===== config.mk =====
export PLATFORM = sky130hd
export DESIGN_NAME = button_conditioner
export DESIGN_NICKNAME = d
export VERILOG_FILES = /design/src/rtl/button_pkg.sv /design/src/rtl/button_channel.sv /design/src/rtl/button_conditioner.sv
export SDC_FILE = /design/constraint.sdc
export NUM_CORES = 1
export LEC_CHECK = 0
export CORE_MARGIN = 2
export CORE_UTILIZATION = 55
export CTS_CLUSTER_SIZE = 8
export DETAILED_ROUTE_END_ITERATION = 10
export DONT_BUFFER_PORTS = 1
export PLACE_DENSITY = 0.73
export SLEW_MARGIN = 10
export SYNTH_ARGS = -nofsm -noshare
export SYNTH_HDL_FRONTEND = slang
export SYNTH_SLANG_ARGS = --single-unit

===== constraint.sdc =====
create_clock -name clk -period 9.8 [get_ports clk]
set_input_delay 0.98 -clock clk [delete_from_list [all_inputs] [get_ports clk]]
set_output_delay 0.98 -clock clk [all_outputs]
set_load 0.01 [all_outputs]

===== src/rtl/button_pkg.sv =====
// Shared definitions for the push-button conditioner: repeat FSM states,
// default 50 MHz timing constants and a parameter legality check.
package button_pkg;

  typedef enum logic [1:0] {
    ST_IDLE,
    ST_DELAY,
    ST_REPEAT
  } rpt_state_e;

  localparam int unsigned DEF_DEBOUNCE_CYCLES = 1_000_000;   // 20 ms
  localparam int unsigned DEF_REPEAT_DELAY    = 25_000_000;  // 0.5 s
  localparam int unsigned DEF_REPEAT_RATE     = 5_000_000;   // 0.1 s
  localparam int unsigned DEF_CNT_W           = 32;

  // Every interval needs at least two cycles and must fit in the counters.
  function automatic bit params_ok(input longint unsigned debounce,
                                   input longint unsigned delay,
                                   input longint unsigned rate,
                                   input int unsigned     cnt_w);
    longint unsigned max_v;
    max_v = debounce;
    if (delay > max_v) max_v = delay;
    if (rate > max_v) max_v = rate;
    return (debounce >= 2) && (delay >= 2) && (rate >= 2) &&
           (cnt_w >= 1) && (cnt_w < 64) && ((max_v >> cnt_w) == 0);
  endfunction

endpackage


===== src/rtl/button_channel.sv =====
// One button channel: 2-flop synchroniser, debounce filter, registered
// press/release strobes and an auto-repeat timer FSM.
module button_channel
  import button_pkg::*;
#(
  parameter int unsigned DEBOUNCE_CYCLES = DEF_DEBOUNCE_CYCLES,
  parameter int unsigned REPEAT_DELAY    = DEF_REPEAT_DELAY,
  parameter int unsigned REPEAT_RATE     = DEF_REPEAT_RATE,
  parameter int unsigned CNT_W           = DEF_CNT_W
) (
  input  logic clk,
  input  logic rst,
  input  logic btn_n,
  input  logic repeat_en,
  output logic level,
  output logic press,
  output logic release_o,
  output logic rpt
);

  localparam logic [CNT_W-1:0] DB_LAST  = CNT_W'(DEBOUNCE_CYCLES - 1);
  localparam logic [CNT_W-1:0] DLY_LAST = CNT_W'(REPEAT_DELAY - 1);
  localparam logic [CNT_W-1:0] RATE_LAST = CNT_W'(REPEAT_RATE - 1);

  logic             sync1_q, sync2_q;
  logic             s;
  logic [CNT_W-1:0] cnt_q, cnt_d;
  logic [CNT_W-1:0] tmr_q, tmr_d;
  logic             level_q, level_d;
  logic             press_q, press_d;
  logic             release_q, release_d;
  logic             rpt_q, rpt_d;
  rpt_state_e       state_q, state_d;

  assign s = ~sync2_q;

  // NOTE: every flop updates with <= so all of them sample the pre-edge
  // values; synchroniser flops reset to 1 because the pins idle high.
  always_ff @(posedge clk or posedge rst) begin
    if (rst) begin
      sync1_q   <= 1'b1;
      sync2_q   <= 1'b1;
      cnt_q     <= '0;
      tmr_q     <= '0;
      level_q   <= 1'b0;
      press_q   <= 1'b0;
      release_q <= 1'b0;
      rpt_q     <= 1'b0;
      state_q   <= ST_IDLE;
    end else begin
      sync1_q   <= btn_n;
      sync2_q   <= sync1_q;
      cnt_q     <= cnt_d;
      tmr_q     <= tmr_d;
      level_q   <= level_d;
      press_q   <= press_d;
      release_q <= release_d;
      rpt_q     <= rpt_d;
      state_q   <= state_d;
    end
  end

  // NOTE: each always_comb output gets a default first, so no path leaves
  // a signal unassigned and no latch is inferred.
  always_comb begin
    cnt_d   = '0;
    level_d = level_q;
    if (s != level_q) begin
      if (cnt_q == DB_LAST) level_d = s;
      else                  cnt_d   = cnt_q + CNT_W'(1);
    end
    press_d   = level_d & ~level_q;
    release_d = ~level_d & level_q;
  end

  // A falling level wins over a due repeat pulse.
  always_comb begin
    state_d = state_q;
    tmr_d   = tmr_q;
    rpt_d   = 1'b0;
    if (!repeat_en) begin
      state_d = ST_IDLE;
      tmr_d   = '0;
    end else begin
      case (state_q)
        ST_IDLE: begin
          if (press_d) begin
            state_d = ST_DELAY;
            tmr_d   = '0;
          end
        end
        ST_DELAY: begin
          if (release_d) begin
            state_d = ST_IDLE;
            tmr_d   = '0;
          end else if (tmr_q == DLY_LAST) begin
            rpt_d   = 1'b1;
            state_d = ST_REPEAT;
            tmr_d   = '0;
          end else begin
            tmr_d = tmr_q + CNT_W'(1);
          end
        end
        ST_REPEAT: begin
          if (release_d) begin
            state_d = ST_IDLE;
            tmr_d   = '0;
          end else if (tmr_q == RATE_LAST) begin
            rpt_d = 1'b1;
            tmr_d = '0;
          end else begin
            tmr_d = tmr_q + CNT_W'(1);
          end
        end
        default: begin
          state_d = ST_IDLE;
          tmr_d   = '0;
        end
      endcase
    end
  end

  assign level     = level_q;
  assign press     = press_q;
  assign release_o = release_q;
  assign rpt       = rpt_q;

endmodule


===== src/rtl/button_conditioner.sv =====
// Conditions N active-low board buttons into debounced levels and
// single-cycle press/release/auto-repeat strobes.
module button_conditioner
  import button_pkg::*;
#(
  parameter int unsigned N_BUTTONS       = 4,
  parameter int unsigned DEBOUNCE_CYCLES = DEF_DEBOUNCE_CYCLES,
  parameter int unsigned REPEAT_DELAY    = DEF_REPEAT_DELAY,
  parameter int unsigned REPEAT_RATE     = DEF_REPEAT_RATE,
  parameter int unsigned CNT_W           = DEF_CNT_W
) (
  input  logic                 clk,
  input  logic                 rst,
  input  logic [N_BUTTONS-1:0] btn_n,
  input  logic [N_BUTTONS-1:0] repeat_en,
  output logic [N_BUTTONS-1:0] level,
  output logic [N_BUTTONS-1:0] press,
  // "release" is a reserved word, hence the suffix.
  output logic [N_BUTTONS-1:0] release_o,
  output logic [N_BUTTONS-1:0] rpt,
  output logic                 any_pressed
);

  if (!params_ok(64'(DEBOUNCE_CYCLES), 64'(REPEAT_DELAY),
                 64'(REPEAT_RATE), CNT_W)) begin : g_bad_params
    $error("button_conditioner: timing parameters below 2 or too wide for CNT_W");
  end

  for (genvar i = 0; i < N_BUTTONS; i++) begin : g_ch
    button_channel #(
      .DEBOUNCE_CYCLES(DEBOUNCE_CYCLES),
      .REPEAT_DELAY   (REPEAT_DELAY),
      .REPEAT_RATE    (REPEAT_RATE),
      .CNT_W          (CNT_W)
    ) u_channel (
      .clk      (clk),
      .rst      (rst),
      .btn_n    (btn_n[i]),
      .repeat_en(repeat_en[i]),
      .level    (level[i]),
      .press    (press[i]),
      .release_o(release_o[i]),
      .rpt      (rpt[i])
    );
  end

  assign any_pressed = |level;

endmodule


Yosys cells after proc, flatten, opt, wreduce, memory -nomap -nowiden. Cells that the tools add are included.

Eq/ne operators: 36. Bitwise operators: 20. Muxes and demuxes: 92. Add/sub/neg operators: 8. Reduce and logical (&&, ||, !) cells: 9.

Operators with widths (number): $mux 32 (32); $pmux 32 s3 (4); $add 32x1->32 const B (8); $eq 32x20->1 const B (4); $eq 32x23->1 const B (4); $eq 32x25->1 const B (4); $mux 2 (20); $mux 1 (28); $ne 3x2->1 const B (8); $pmux 2 s3 (4); $ne 4x2->1 const B (4); $not 1->1 (12); $reduce_and 3->1 (4); $and 1x1->1 (8); $eq 2x1->1 const B (4); $eq 2x2->1 const B (4); $logic_not 2->1 (4); $pmux 1 s2 (4); $ne 1x1->1 (4); $reduce_or 4->1 (1).

Register bits after elaboration: 288. Input port bits: 10.

Longest topological paths before layout.
Depth in word-level cells: 8. Gate-level depth with buffers: 10. Gate-level depth less buffers: 7.

Cells and area by module. Synthesis repeated with hierarchy kept, for this count alone.

Cell total of the unflattened synthesis: 1702. Area, all modules: 16329.4 um2.

Modules (own cells, without submodules): button_channel at g_ch[0].u_channel ... (times used 3, sequential area each 1804.2 um2, cells each 419, area an instance 4120.2 um2); button_channel at g_ch[3].u_channel (times used 1, sequential area each 1804.2 um2, cells each 444, area an instance 3961.3 um2); button_conditioner (times used 1, sequential area each 0.0 um2, cells each 1, area an instance 7.5 um2).

Least setup slack after synthesis. OpenSTA, ideal clock, no wires.

Path kind: flip-flop to flip-flop. Start: register g_ch[3].u_channel.cnt_q[21]. End: register g_ch[3].u_channel.tmr_q[4]. Buffers on the path: 1. Setup time: 0.121 ns. Stages on the path, launching flop included: 8. Data arrival time: 2.413 ns. Setup slack: 7.266 ns. Cells stage by stage: dfrtp_1 > or4b_1 > or4_4 > o31a_1 > and2_1 > buf_2 > a31o_1 > a22o_1.

Word-level cells in the longest chain between the ends: 8. Elaborated cells on any way between the ends: 11. Classes of those cells: 2 x eq/ne; 6 x mux; 3 x bitwise.

RTL lines: start: declaration (line button_channel.sv:27) `logic [CNT_W-1:0] cnt_q, cnt_d;`; start signal: assignment (line button_channel.sv:53) `cnt_q <= cnt_d;`; $eq 32x20->1 * (line button_channel.sv:69) `if (cnt_q == DB_LAST) level_d = s;`; $mux 1 * (line button_channel.sv:69); $mux 1 * (line button_channel.sv:68) `if (s != level_q) begin`; $not 1->1 (line button_channel.sv:73) `release_d = ~level_d & level_q;`; $and 1x1->1 (line button_channel.sv:73); $mux 32, on equally long branches (line button_channel.sv:105, button_channel.sv:93); $pmux 32 s3 (line button_channel.sv:85) `case (state_q)`; $mux 32 (line button_channel.sv:81) `if (!repeat_en) begin`; end signal: assignment (line button_channel.sv:54) `tmr_q <= tmr_d;`; end: declaration (line button_channel.sv:28) `logic [CNT_W-1:0] tmr_q, tmr_d;`.

Mark *: on every way between the ends. The rest lies on a longest branch, timed or not. A chain may end at the register's enable or synchronous reset.

Final worst setup path.
Start: register g_ch[0].u_channel.cnt_q[10]. End: register g_ch[0].u_channel.tmr_q[18].

Word-level cells in the longest chain between the ends: 8. Elaborated cells on any way between the ends: 11. Classes of those cells: 2 x eq/ne; 6 x mux; 3 x bitwise.

RTL lines (line): start: declaration (button_channel.sv:27); start signal: assignment (button_channel.sv:53); $eq 32x20->1 * (button_channel.sv:69); $mux 1 * (button_channel.sv:69); $mux 1 * (button_channel.sv:68); $not 1->1 (button_channel.sv:73); $and 1x1->1 (button_channel.sv:73); $mux 32, on equally long branches (button_channel.sv:105, button_channel.sv:93); $pmux 32 s3 (button_channel.sv:85); $mux 32 (button_channel.sv:81); end signal: assignment (button_channel.sv:54); end: declaration (button_channel.sv:28).

Marked as above.

==> metrics <==
status=finished clean; reg2reg setup slack=6.47 ns; fin cells=2066; area share of the largest cell type after synthesis=0.448; Die Y=173 um; worst hold path depth=0; nets=1691; vias in the first global route=12105; worst hold start=g_ch[3].u_channel.sync1_q; Vias=12427; final core occ=0.609; routed len/inst=16.2 um; end of the worst hold path=g_ch[3].u_channel.sync2_q; Slew @ Worst Pin=1.04 ns; Die Wd=173 um; post-route cell area=17000 um^2; Post-synth top cells=280 x dfrtp_1, 245 x nor2_1, 147 x nand2_1; IO Port Bufs=0; area of the multi-input gates=7940 um^2; die area=29800 um^2; Worst path slowest cell=nor2_1; post-synth net total=1717; Post-Route WL=33400 um; Critical R2R Capture=g_ch[0].u_channel.tmr_q[18]; row cnt=61; Setup TNS Final=0 ns; Yosys reg bits=288; synthesized area=15700 um^2; FFs w/ async S/R, synth=1.00; ratio of cells with drive above 1 in the final layout=0.0604; Sink Count=288; number of diodes=0; first drt pass iteration count=5; DRC=0; Final Wtd Congestion=0.834; Iter 0 DRT Violations=883; Worst-Skew Late Latency=0.52 ns; vias per inst=6.02; Final Setup Violations=0; grt ovf=0; pin count of the biggest net entering global routing=139; syn_area_per_cell=9.30 um^2; Area contributors post-synth=dfrtp_1 45%, xor2_1 6.0%, nor2_1 5.9%, nand2_1 3.5%, nand3_1 3.2%; hold buffers post-CTS=0; Max-Cap Viols=0; CP required=10.15 ns; R2R depth=6; worst vdd ir=96.8 uV; Post-CTS Repair Setup Buffers=0; Crit Reg-Reg Startpoint=g_ch[0].u_channel.cnt_q[10]; dpl hpwl=22000 um; Pleak=6.95 nW; area post-placement=15800 um^2; final worst-path cycle share=0.339; Area Growth Syn to Fin=8.62%; clock skew=0.0199 ns; antenna violations before repair=0; CTS resizes=0; crit path kind=flip-flop to flip-flop; post-synthesis sequential area ratio=0.461; Post-synth top flop=dfrtp_1; most used cell, CP=nor2_1; Slew Viols, Final=0; CP cell instances=nor4b_1 -> nand4_1 -> nor4_4 -> nor2_1 -> nor2_1 -> nor2_1; Power Density=174 nW/um^2; RSZ-0062 raised after global routing=false; synth warn=0; Mapped Cells=1683; Setup crit start kind=flip-flop; Tot GR Track Use=0.227; Clock Tree Buf Depth=3; H-Tree Depth=2; Netlist cell types=87; Num CTS Buffers=41; I/O pin count=27; initial core utilization=0.560; filler cell count=2357; maximum operating frequency=301 MHz; Worst Setup End Kind=flip-flop; Root Buffer Master=clkbuf_16; antenna viol nets, final=0; Worst-path clk slew=0.05 ns; Register Area=7220 um^2; relative slew slack=0.303; core area=27900 um^2; Post-synth EDFFs=0; Hold Vio Cnt, Final=0; CP Max Fanout=16; Final min period=3.33 ns; first-pass GRT wire length=58400 um; crit-path max cell delay=0.78 ns; CTS tree=yes; placed cells=1992; crit path launch=g_ch[0].u_channel.cnt_q[10]; HP Class=flip-flop to flip-flop; cell with the most instances after synthesis=dfrtp_1; cell accounting for the most synthesized area=dfrtp_1; Arr. time, crit path=3.68 ns
## metal layers
layer	GRT usage	routed length [um]	vias to the layer above
met5	0	0	-
met4	0.0583	634	0
met3	0.0372	1520	58
met2	0.368	15600	239
met1	0.319	15700	6131
li1	-	-	5999
## cell usage in the layout (no fill, tap or decap), types with 37 or more instances in the layout
master,instances
nand2_1,147
nand3_1,99
dfrtp_1,280
nand4_1,58
inv_1,37
nor2_1,245
xor2_1,107
o21ai_0,55
clkbuf_16,41
and3_1,43
xnor2_1,51
nor3_1,45
## per-stage QoR
step	hold slack, ns	worst slack (ns)	power, mW
after detailed placement	0.347	6.49	1.68
after global placement	0.346	6.70	1.67
final	0.355	6.47	2.96
after CTS	0.354	6.45	2.99
after global routing	0.359	6.21	3.09
after floorplan	0.345	0.884	1.59
## flip-flops by register name, summed over array words and instances, names as in the netlist
signal / flops
g_ch.u_channel.sync2_q: 4
g_ch.u_channel.level: 4
g_ch.u_channel.cnt_q: 128
g_ch.u_channel.release_o: 4
g_ch.u_channel.rpt: 4
g_ch.u_channel.tmr_q: 128
g_ch.u_channel.sync1_q: 4
g_ch.u_channel.state_q: 8
g_ch.u_channel.press: 4
## worst max-delay path by stage
stage | endpoint | cells after the start | slack [ns]
2_1_floorplan | g_ch[0].u_channel.cnt_q[0] | 1 | 0.88
3_3_place_gp | g_ch[0].u_channel.tmr_q[19] | 6 | 6.70
3_5_place_dp | g_ch[0].u_channel.tmr_q[29] | 6 | 6.49
4_1_cts | g_ch[0].u_channel.tmr_q[18] | 6 | 6.45
5_1_grt | g_ch[0].u_channel.tmr_q[18] | 6 | 6.21
6_report | g_ch[0].u_channel.tmr_q[18] | 6 | 6.47
## worst max-delay path: cells and delay by family (launching register included)
family / cells / cell delay [ns]
and+or+nand+nor: 6 / 2.72
DFF: 1 / 0.44
## cells by family after synthesis
family / count (synthesis) / synth area share
buffers and inverters: 116 / 0.0333
muxes: 5 / 0.00336
AOI/OAI and AO/OA: 251 / 0.114
and+or+nand+nor: 841 / 0.281
xor gates and xnor gates: 158 / 0.0884
DFF: 288 / 0.461
adders and majority gates: 24 / 0.0192
## layout make-up
cell class / count / area share
Sequential cell: 288 / 0.424
Multi-Input combinational cell: 1279 / 0.467
Timing Repair Buffer: 9 / 0.00397
Inverter: 38 / 0.00883
Clock buffer: 72 / 0.0672
Clock inverter: 2 / 0.00103
Tap cell: 378 / 0.0278
## where the power goes
| part | leakage [nW] | internal [mW] | total (mW) | switching (mW) |
|---|---|---|---|---|
| Clock | 0.551 | 0.783 | 1.29 | 0.510 |
| Sequential | 3.98 | 1.22 | 1.24 | 0.0215 |
| Combinational | 2.42 | 0.121 | 0.428 | 0.307 |
Power figures use the tool's default switching activity.
